$ cat src/rtl/reg_share_pkg.sv
// reg_share_pkg: shared types and default sizes for the register-share arbiter.
//   reg_share_state_t     - sequencer state encoding (IDLE, WRITE, SETTLE, RESPOND)
//   REG_SHARE_N_REQ_DEF   - default requester count
//   REG_SHARE_WIDTH_DEF   - default register bank width
package reg_share_pkg;

  localparam int REG_SHARE_N_REQ_DEF = 4;
  localparam int REG_SHARE_WIDTH_DEF = 8;

  typedef enum logic [1:0] {
    ST_IDLE    = 2'd0,
    ST_WRITE   = 2'd1,
    ST_SETTLE  = 2'd2,
    ST_RESPOND = 2'd3
  } reg_share_state_t;

endpackage

$ cat src/rtl/rr_pick.sv
// rr_pick: combinational round-robin picker.
//   req  [N_REQ]          request vector
//   ptr  [clog2(N_REQ)]   index of the last served requester; search starts at ptr+1
//   gnt  [N_REQ]          one-hot grant (all zero when nothing requests)
//   idx  [clog2(N_REQ)]   binary index of the granted requester
//   hit                   at least one request present
module rr_pick
  import reg_share_pkg::*;
#(
  parameter int N_REQ = REG_SHARE_N_REQ_DEF
) (
  input  logic [N_REQ-1:0]         req,
  input  logic [$clog2(N_REQ)-1:0] ptr,
  output logic [N_REQ-1:0]         gnt,
  output logic [$clog2(N_REQ)-1:0] idx,
  output logic                     hit
);

  localparam int IW = $clog2(N_REQ);

  logic [IW-1:0] cand_s;
  logic          take_s;

  // Index that lies 'step' places after 'base', wrapping at N_REQ-1.
  function automatic logic [IW-1:0] wrap_idx(input logic [IW-1:0] base, input int step);
    int sum;
    sum = (int'(base) + step) % N_REQ;
    return IW'(sum);
  endfunction

  // Walk candidates ptr+1 .. ptr+N_REQ (ptr itself last) and keep the first hit.
  always_comb begin
    gnt    = {N_REQ{1'b0}};
    idx    = {IW{1'b0}};
    hit    = 1'b0;
    cand_s = {IW{1'b0}};
    take_s = 1'b0;
    for (int k = 1; k <= N_REQ; k++) begin
      cand_s      = wrap_idx(ptr, k);
      take_s      = !hit && req[cand_s];
      gnt[cand_s] = gnt[cand_s] | take_s;
      idx         = take_s ? cand_s : idx;
      hit         = hit | take_s;
    end
  end

endmodule

$ cat src/rtl/reg_share_arbiter.sv
// reg_share_arbiter: shares one external WIDTH-bit d_ff bank between N_REQ
// requesters. One write is accepted at a time, pushed into the bank, read back
// and returned to its requester with a mismatch flag.
//   clk, rst (sync, active-low)
//   req_valid/req_data  per-requester write requests (slice i = [i*WIDTH +: WIDTH])
//   req_lock            per-requester lock request (only with REG_SHARE_LOCK_EN)
//   req_ready           one-hot accept strobe (combinational, IDLE only)
//   d_out/d_we          data and capture enable to the bank
//   q_in                bank output
//   rd_data/rd_valid/rd_id/err  readback result, strobe, owner, mismatch
//   busy                sequencer not in IDLE
// Optional feature macro: REG_SHARE_LOCK_EN (requester lock / burst ownership).
module reg_share_arbiter
  import reg_share_pkg::*;
#(
  parameter int N_REQ = REG_SHARE_N_REQ_DEF,
  parameter int WIDTH = REG_SHARE_WIDTH_DEF
) (
  input  logic                     clk,
  input  logic                     rst,
  input  logic [N_REQ-1:0]         req_valid,
  input  logic [N_REQ*WIDTH-1:0]   req_data,
`ifdef REG_SHARE_LOCK_EN
  input  logic [N_REQ-1:0]         req_lock,
`endif
  output logic [N_REQ-1:0]         req_ready,
  output logic [WIDTH-1:0]         d_out,
  output logic                     d_we,
  input  logic [WIDTH-1:0]         q_in,
  output logic [WIDTH-1:0]         rd_data,
  output logic                     rd_valid,
  output logic [$clog2(N_REQ)-1:0] rd_id,
  output logic                     err,
  output logic                     busy
);

  localparam int IW = $clog2(N_REQ);

  reg_share_state_t state_r;
  reg_share_state_t state_nxt_s;

  logic [WIDTH-1:0] data_r;
  logic [IW-1:0]    id_r;
  logic [IW-1:0]    ptr_r;

  logic [N_REQ-1:0] pick_req_s;
  logic [N_REQ-1:0] pick_gnt_s;
  logic [IW-1:0]    pick_idx_s;
  logic             pick_hit_s;
  logic             accept_s;

`ifdef REG_SHARE_LOCK_EN
  logic lock_r;
  logic lock_hold_s;

  // A held lock narrows the candidate set to the previous owner only.
  assign lock_hold_s = lock_r & req_valid[id_r] & req_lock[id_r];
  assign pick_req_s  = lock_hold_s ? ({{(N_REQ-1){1'b0}}, 1'b1} << id_r) : req_valid;
`else
  assign pick_req_s  = req_valid;
`endif

  rr_pick #(
    .N_REQ (N_REQ)
  ) u_pick (
    .req (pick_req_s),
    .ptr (ptr_r),
    .gnt (pick_gnt_s),
    .idx (pick_idx_s),
    .hit (pick_hit_s)
  );

  // Gating with rst keeps req_ready low while reset is asserted, since that grant would be discarded.
  assign accept_s  = (state_r == ST_IDLE) && pick_hit_s && rst;
  assign req_ready = accept_s ? pick_gnt_s : {N_REQ{1'b0}};

  assign d_we     = (state_r == ST_WRITE);
  assign d_out    = ((state_r == ST_WRITE) || (state_r == ST_SETTLE)) ? data_r : {WIDTH{1'b0}};
  assign rd_valid = (state_r == ST_RESPOND);
  assign rd_data  = (state_r == ST_RESPOND) ? q_in : {WIDTH{1'b0}};
  assign rd_id    = (state_r == ST_RESPOND) ? id_r : {IW{1'b0}};
  assign err      = (state_r == ST_RESPOND) && (q_in != data_r);
  assign busy     = (state_r != ST_IDLE);

  // Next-state decode for the four-phase write/readback sequence.
  always_comb begin
    state_nxt_s = state_r;
    case (state_r)
      ST_IDLE: begin
        if (accept_s) begin
          state_nxt_s = ST_WRITE;
        end else begin
          state_nxt_s = ST_IDLE;
        end
      end
      ST_WRITE:   state_nxt_s = ST_SETTLE;
      ST_SETTLE:  state_nxt_s = ST_RESPOND;
      ST_RESPOND: state_nxt_s = ST_IDLE;
      default:    state_nxt_s = ST_IDLE;
    endcase
  end

  // State register.
  always_ff @(posedge clk) begin
    if (!rst) begin
      state_r <= ST_IDLE;
    end else begin
      state_r <= state_nxt_s;
    end
  end

  // Transaction data, owner and round-robin pointer; ptr resets to N_REQ-1 so requester 0 wins first.
  always_ff @(posedge clk) begin
    if (!rst) begin
      data_r <= {WIDTH{1'b0}};
      id_r   <= {IW{1'b0}};
      ptr_r  <= IW'(N_REQ - 1);
    end else begin
      if (accept_s) begin
        data_r <= req_data[pick_idx_s*WIDTH +: WIDTH];
        id_r   <= pick_idx_s;
      end
      if (state_r == ST_RESPOND) begin
        ptr_r <= id_r;
      end
    end
  end

`ifdef REG_SHARE_LOCK_EN
  // Lock flag: sampled from the winner at accept, cleared by any IDLE cycle without an accept.
  always_ff @(posedge clk) begin
    if (!rst) begin
      lock_r <= 1'b0;
    end else if (state_r == ST_IDLE) begin
      lock_r <= accept_s ? req_lock[pick_idx_s] : 1'b0;
    end
  end
`endif

endmodule

$ cat config.mk
export PLATFORM = sky130hd
export DESIGN_NAME = reg_share_arbiter
export DESIGN_NICKNAME = d
export VERILOG_FILES = /design/src/rtl/reg_share_pkg.sv /design/src/rtl/rr_pick.sv /design/src/rtl/reg_share_arbiter.sv
export SDC_FILE = /design/constraint.sdc
export NUM_CORES = 1
export LEC_CHECK = 0
export CAP_MARGIN = 20
export CORE_MARGIN = 4
export CORE_UTILIZATION = 35
export DETAILED_ROUTE_END_ITERATION = 7
export PLACE_DENSITY = 0.7
export SLEW_MARGIN = 20
export SYNTH_ARGS = -nofsm -noshare
export SYNTH_HDL_FRONTEND = slang
export SYNTH_SLANG_ARGS = --single-unit
export TNS_END_PERCENT = 20
$ cat constraint.sdc
create_clock -name clk -period 3.2 [get_ports clk]
set_input_delay 0.48 -clock clk [delete_from_list [all_inputs] [get_ports clk]]
set_output_delay 0.48 -clock clk [all_outputs]
set_load 0.005 [all_outputs]
==> impl_metrics.py, run 1 <==
metrics = {
    "clocking": {
        "hold_buffers": 0,
        "clock-root-buffer": "clkbuf_8",
        "cts.sinks": 14,
        "ctsHtreeMaxLevel": 1,
        "tritoncts": "yes",
        "clk_pin_slew_ns": 0.05,
        "clock_path_buffers": 2,
        "numCtsBuffers": 3,
        "clock_latency_ns": 0.24,
    },
    "timing": {
        "max_slew_margin_pct": 69.4,
        "clock.fmax_mhz": 302,
        "post-route-period-util_pct": 103,
        "maxSlewViolCount": 0,
        "finClkSkew_ns": 0.00129,
        "setup_viol": 4,
        "rsz0062_at_grt": "yes",
        "finalSetupTns_ns": -0.340,
        "period_minus_slack_ns": 3.31,
        "tightest_slew_ns": 0.459,
        "setup_ws_ns": -0.107,
        "whs_ns": 0.490,
        "hold_viol": 0,
    },
    "yosys": {
        "ys_warn_count": 0,
        "ys_seq_area_share_pct": 16.7,
        "ys_types": 49,
        "synthAdderAreaFrac_pct": 5.98,
        "synth_seq_cells": 14,
        "syn_area_per_cell_um2": 9.10,
        "synth_top_family_by_area": "simple AND/OR/NAND/NOR gates",
        "synthFlopType": "dfxtp_1",
        "synthArstFlopShare_pct": 0,
        "syn_area_mm2": 0.00167,
        "synth_cells": 184,
        "yosys.area_share.simple_pct": 23.4,
        "synth.mux.area_fraction_pct": 22.0,
        "synth_edf_count": 0,
        "syn_nets": 238,
        "synth_compound_area_share_pct": 21.9,
        "synth_xor_area_share_pct": 4.19,
    },
    "placement": {
        "place_congestion": 0.844,
        "hpwlAfterDp_um": 4370,
        "place.port_buffers": 71,
    },
    "worst_setup_path": {
        "crit_path_end_kind": "primary output",
        "worst-r2r-setup-slack_ns": 0.32,
        "cp-start-kind": "flip-flop",
        "crit_arrival_ns": 2.83,
        "worstSetupPathType": "reg2out",
        "rr_startpoint": "ptr_r[0]",
        "rr_worst_depth": 13,
        "worstPathRequired_ns": 2.72,
        "worstPathMaxFanout": 6,
        "rr_endpoint": "data_r[5]",
    },
    "power": {
        "power_mw": 1.34,
        "p_per_area_mw_per_mm2": 456,
        "clockPowerShare_pct": 10.5,
        "p_switching_uw": 507,
        "peakVddDrop_v": 0.000270,
        "power_leakage_nw": 1.22,
        "p_sw_share_pct": 38.0,
        "seq_power_share_pct": 19.8,
        "comb_power_share_pct": 69.7,
        "p_int_uw": 828,
    },
    "drt": {
        "first_pass_iters": 4,
        "vias": 1852,
        "drc": 0,
        "postRouteAntennaNets": 0,
        "wl_um": 5600,
        "post_drt_wl_per_cell_um": 16.0,
        "drt-initial-drc-count": 90,
        "vias_per_cell": 5.29,
    },
    "die": {
        "ios": 72,
        "rows": 24,
        "core_mm2": 0.00450,
        "initial_core_util_pct": 37.2,
        "die_w_um": 77.2,
        "die_y_um": 77.2,
        "die_area_mm2": 0.00595,
    },
    "layout": {
        "n_antenna_cell": 0,
        "drive_gt1_share_pct": 35.6,
        "finalNetCount": 354,
        "final_util_pct": 65.1,
        "syn_to_final_growth_pct": 75.0,
    },
    "outcome": {
        "violations": "negative setup slack",
        "outcome": "finished, violations left",
    },
    "global_route": {
        "antenna_found_initial": 0,
        "gr-total-overflow": 0,
        "grt_pass1_vias": 1881,
        "grt_usage_pct": 18.6,
        "grt_max_degree": 15,
        "grt_pass1_wl_um": 9090,
    },
    "hold_path": {
        "min_path_type": "reg2reg",
        "whs_path_depth": 2,
        "min_to": "data_r[1]",
        "holdCritStartpoint": "data_r[1]",
    },
    "flow_run": {
        "max-cap-violations": 0,
    },
}
[layout make-up]
cell class                      instances  area, um2
Fill cell                             378       1570
Multi-Input combinational cell        150       1400
Timing Repair Buffer                  123       1110
Sequential cell                        14        285
Tap cell                               52       65.1
Clock buffer                            3       41.3
Inverter                                8       30.0
[cell usage in the layout (no fill, tap or decap), types with 3 or more instances in the layout]
cell type	count
dlygate4sd2_1	4
buf_4	48
nor2b_1	6
a211oi_2	3
o21ai_2	8
ha_1	4
mux2i_1	5
inv_1	5
and2_1	19
a21oi_1	5
nor2_1	8
buf_2	4
clkbuf_8	3
nor4_1	3
dfxtp_1	12
nand2_1	24
nand2b_1	3
xor2_1	8
clkdlybuf4s50_1	63
o211ai_1	5
mux4_2	13
[how the worst max path moves through the flow]
stage,end,slack (ns),cells past startpoint,from
after floorplan,req_ready[1],0.04,12,ptr_r[0]
after global placement,req_ready[1],-0.50,10,req_valid[0]
after detailed placement,req_ready[2],-0.55,9,req_valid[2]
after CTS,req_ready[2],-0.05,11,ptr_r[0]
after global routing,req_ready[2],-0.24,11,ptr_r[0]
final,req_ready[2],-0.11,10,ptr_r[0]
[kinds of logic (layout without fill, tap and decap cells)]
family	count (synthesis)	after routing
AND/OR/NAND/NOR	74	74
XOR/XNOR	8	8
flip-flops	14	14
adder cells (fa/ha/maj)	8	8
buffers and inverters	20	134
multiplexers	20	20
AO/OA/AOI/OAI	40	40
[synthesized netlist by cell type, types with 2 or more instances]
cell type / n / area [um2]
mux2i_1: 5 / 50.1
and2_1: 19 / 119
buf_6: 2 / 22.5
a211oi_1: 2 / 15.0
o21ai_1: 2 / 10.0
o211ai_1: 5 / 37.5
mux4_2: 13 / 293
inv_1: 6 / 22.5
a221oi_2: 2 / 30.0
ha_1: 8 / 100
nand3_1: 2 / 10.0
a31oi_1: 2 / 12.5
o21ai_2: 8 / 70.1
clkbuf_1: 5 / 18.8
nor4_1: 3 / 18.8
xor2_1: 8 / 70.1
dfxtp_1: 14 / 280
nor2b_1: 6 / 37.5
buf_2: 5 / 25.0
nand2_1: 24 / 90.1
nor2_1: 8 / 30.0
nand2b_1: 3 / 18.8
a21oi_1: 6 / 30.0
[power groups by stage]
stage	sequential, mW	clock [mW]	combinational [mW]
floorplan	0.254	0	0.494
detailed placement	0.268	0	0.873
global route	0.272	0.151	1.02
finish	0.264	0.140	0.931
CTS	0.265	0.144	0.905
global placement	0.265	0	0.859
[routing by layer]
layer  vias up  track usage, %  part of all wire, %
met2        40            33.9                   53
met3         4            2.34                  3.5
met1       896            23.9                   43
met4         0            2.85                 0.39
met5         -               0                    0
li1        912               -                    -
[sequential cells by signal, indices dropped and copies added (netlist names)]
| name | cells |
|---|---|
| data_r | 8 |
| id_r | 2 |
| ptr_r | 2 |
| state_r | 2 |
[worst max-delay path, stage by stage, from the launching register on]
cell      delay [ns]
dfxtp_4         0.38
buf_12          0.13
mux4_2          0.57
mux2_4          0.28
a221oi_4        0.07
or4_1           0.54
a21oi_2         0.14
a211oi_2        0.07
buf_4           0.15
mux2i_1         0.13
buf_2           0.13
[metrics by stage]
stage	instances	worst slack, ns	cell area, um2
2_1_floorplan	184	0.0383	1690
3_3_place_gp	339	-0.496	2750
3_5_place_dp	339	-0.550	2750
4_1_cts	349	-0.0496	2880
5_1_grt	350	-0.238	2930
6_report	350	-0.107	2930
[timing repair]
item	CTS	global route
buffers inserted	7	1
resized for setup	33	5
endpoints found under the setup margin	4	4
pin swaps	5	3
(Power assumes the default switching activity.)
==> run 2, diff against run 1 <==
Settings changed: CORE_MARGIN 4 to 8, GPL_TIMING_DRIVEN from default to 0, SKIP_CTS_REPAIR_TIMING from default to 1.
==> run 2 against run 1 <==
  * The flow still finishes with violations (negative setup slack)
  * Sequential power barely moved
  * Cell count fell by 3.7%
  * Critical path depth rose by 3
  * Final area fell by 2.4%
==> impl_metrics.py, run 2 (synthesized netlist as in run 1, its figures left out) <==
metrics = {
    "global_route": {
        "grt_pass1_wl_um": 8160,
        "gr-total-overflow": 0,
        "grt_use_met1_pct": 19.1,
        "use_met3_pct": 2.51,
        "grt_max_degree": 11,
        "grt_pass1_vias": 1600,
        "grt_busiest_layer": "met2",
        "grt_usage_pct": 13.7,
        "antenna_found_initial": 0,
        "grt.met2_usage_pct": 20.9,
    },
    "die": {
        "die_area_mm2": 0.00725,
        "ios": 72,
        "rows": 25,
        "core_mm2": 0.00466,
        "die_w_um": 85.2,
        "die_y_um": 85.2,
        "initial_core_util_pct": 35.9,
    },
    "timing": {
        "max_slew_margin_pct": 55.6,
        "setup_ws_ns": -0.421,
        "maxSlewViolCount": 0,
        "rsz0062_at_grt": "yes",
        "post-route-period-util_pct": 113,
        "clock.fmax_mhz": 276,
        "finClkSkew_ns": 0.00188,
        "period_minus_slack_ns": 3.62,
        "tightest_slew_ns": 0.665,
        "hold_viol": 0,
        "setup_viol": 4,
    },
    "drt": {
        "first_pass_iters": 4,
        "wl_um": 5400,
        "post_drt_wl_per_cell_um": 16.0,
        "drt-initial-drc-count": 75,
        "postRouteAntennaNets": 0,
        "vias": 1743,
        "vias_per_cell": 5.17,
        "drc": 0,
    },
    "worst_setup_path": {
        "rr_worst_depth": 13,
        "path_delay_family": "multiplexers",
        "path_cells": "buf_6 -> clkinvlp_4 -> ha_4 -> buf_8 -> mux4_2 -> mux2_4 -> a221oi_4 -> or4_4 -> a21oi_4 -> a211oi_2 -> buf_4 -> mux2i_1 -> buf_2",
        "crit_arrival_ns": 3.14,
        "cp_num_buf_inv": 5,
        "cp-start-kind": "flip-flop",
        "worstPathMaxFanout": 10,
        "worstSetupPathDepth": 13,
        "worstSetupPathType": "reg2out",
        "critPathSlowestCell": "mux4_2",
        "crit_path_end_kind": "primary output",
        "slowest_delay_ns": 0.47,
        "worstPathRequired_ns": 2.72,
    },
    "placement": {
        "hpwlAfterDp_um": 4070,
        "pre_cts_ws_ns": -0.800,
        "place.port_buffers": 71,
        "place_congestion": 0.807,
    },
    "power": {
        "power_leakage_nw": 1.16,
        "seq_power_share_pct": 20.2,
        "p_switching_uw": 509,
        "power_mw": 1.29,
        "p_sw_share_pct": 39.5,
        "clockPowerShare_pct": 10.8,
        "p_per_area_mw_per_mm2": 451,
        "peakVddDrop_v": 0.000226,
        "comb_power_share_pct": 69.0,
        "p_int_uw": 779,
    },
    "clocking": {
        "clock_latency_ns": 0.24,
        "clk_pin_slew_ns": 0.05,
        "ctsHtreeMaxLevel": 1,
        "cts.sinks": 14,
        "numCtsBuffers": 3,
        "tritoncts": "yes",
        "clock_path_buffers": 2,
        "clock-root-buffer": "clkbuf_8",
    },
    "layout": {
        "layout_common_cells": "clkdlybuf4s50_1, buf_4, and2_1",
        "fill_cells": 405,
        "largest_register_ffs": 8,
        "finalNetCount": 339,
        "syn_to_final_growth_pct": 70.9,
        "final_common_cell": "clkdlybuf4s50_1",
        "drive_gt1_share_pct": 32.5,
        "n_antenna_cell": 0,
        "regMostFlops": "data_r",
    },
    "flow_run": {
        "max-cap-violations": 0,
    },
    "outcome": {
        "outcome": "finished, violations left",
        "violations": "negative setup slack",
    },
    "hold_path": {
        "whs_path_depth": 2,
        "min_path_type": "reg2reg",
    },
}
## run 2: cell types whose count changed in the layout (fill, tap and decap cells not counted), moves of 3 or more
cell / previous run / this run
buf_4: 48 / 25
nand2_1: 24 / 18
nand2_2: 0 / 6
buf_8: 0 / 4
dlygate4sd2_1: 4 / 0
clkbuf_1: 0 / 3
dlymetal6s2s_1: 0 / 3
## run 2: stage by stage
step                util [%]  instance area, um2  std cells  hold WS [ns]  setup TNS, ns
finish                  61.4                2860        337         0.481          -1.55
floorplan                  -                1690        184         0.456              0
detailed placement      53.0                2470        309         0.473          -4.37
CTS                     53.9                2510        312         0.481          -5.52
global placement        53.0                2470        309         0.473          -4.30
global route            61.4                2860        337         0.504          -2.65
## run 2: final timing paths
check	startpoint	endpoint	slack, ns
max reg2reg	ptr_r[0]	data_r[0]	0.09
max	ptr_r[1]	req_ready[2]	-0.42
min reg2reg	data_r[1]	data_r[1]	0.48
min	data_r[1]	data_r[1]	0.48
## run 2: cell type report
class | count | area [um2] | area share (%)
inverters | 8 | 41.3 | 1.44
well taps | 54 | 67.6 | 2.36
repair buffers | 96 | 891 | 31.1
multi-input cells | 150 | 1420 | 49.7
plain buffers | 12 | 111 | 3.89
clock buffers | 3 | 41.3 | 1.44
flip-flops and latches | 14 | 285 | 9.97
## run 2: tightest hold or removal path, stage by stage, from the launching register on
cell,delay (ns)
dfxtp_1,0.32
nand2_1,0.07
o21ai_2,0.04
## run 2: power groups by stage
stage                     clock [mW]  sequential [mW]  combinational (mW)
after floorplan                    0            0.254               0.494
after global placement             0            0.265               0.740
after detailed placement           0            0.265               0.743
after CTS                      0.143            0.262               0.746
after global routing           0.155            0.269               0.965
final                          0.139            0.261               0.889
## run 2: metal layers
layer	part of all wire, %	wire length [um]	vias up
li1	-	-	876
met1	46	2490	822
met2	50	2680	41
met3	3.7	201	4
met4	0.54	29	0
met5	0	0	-
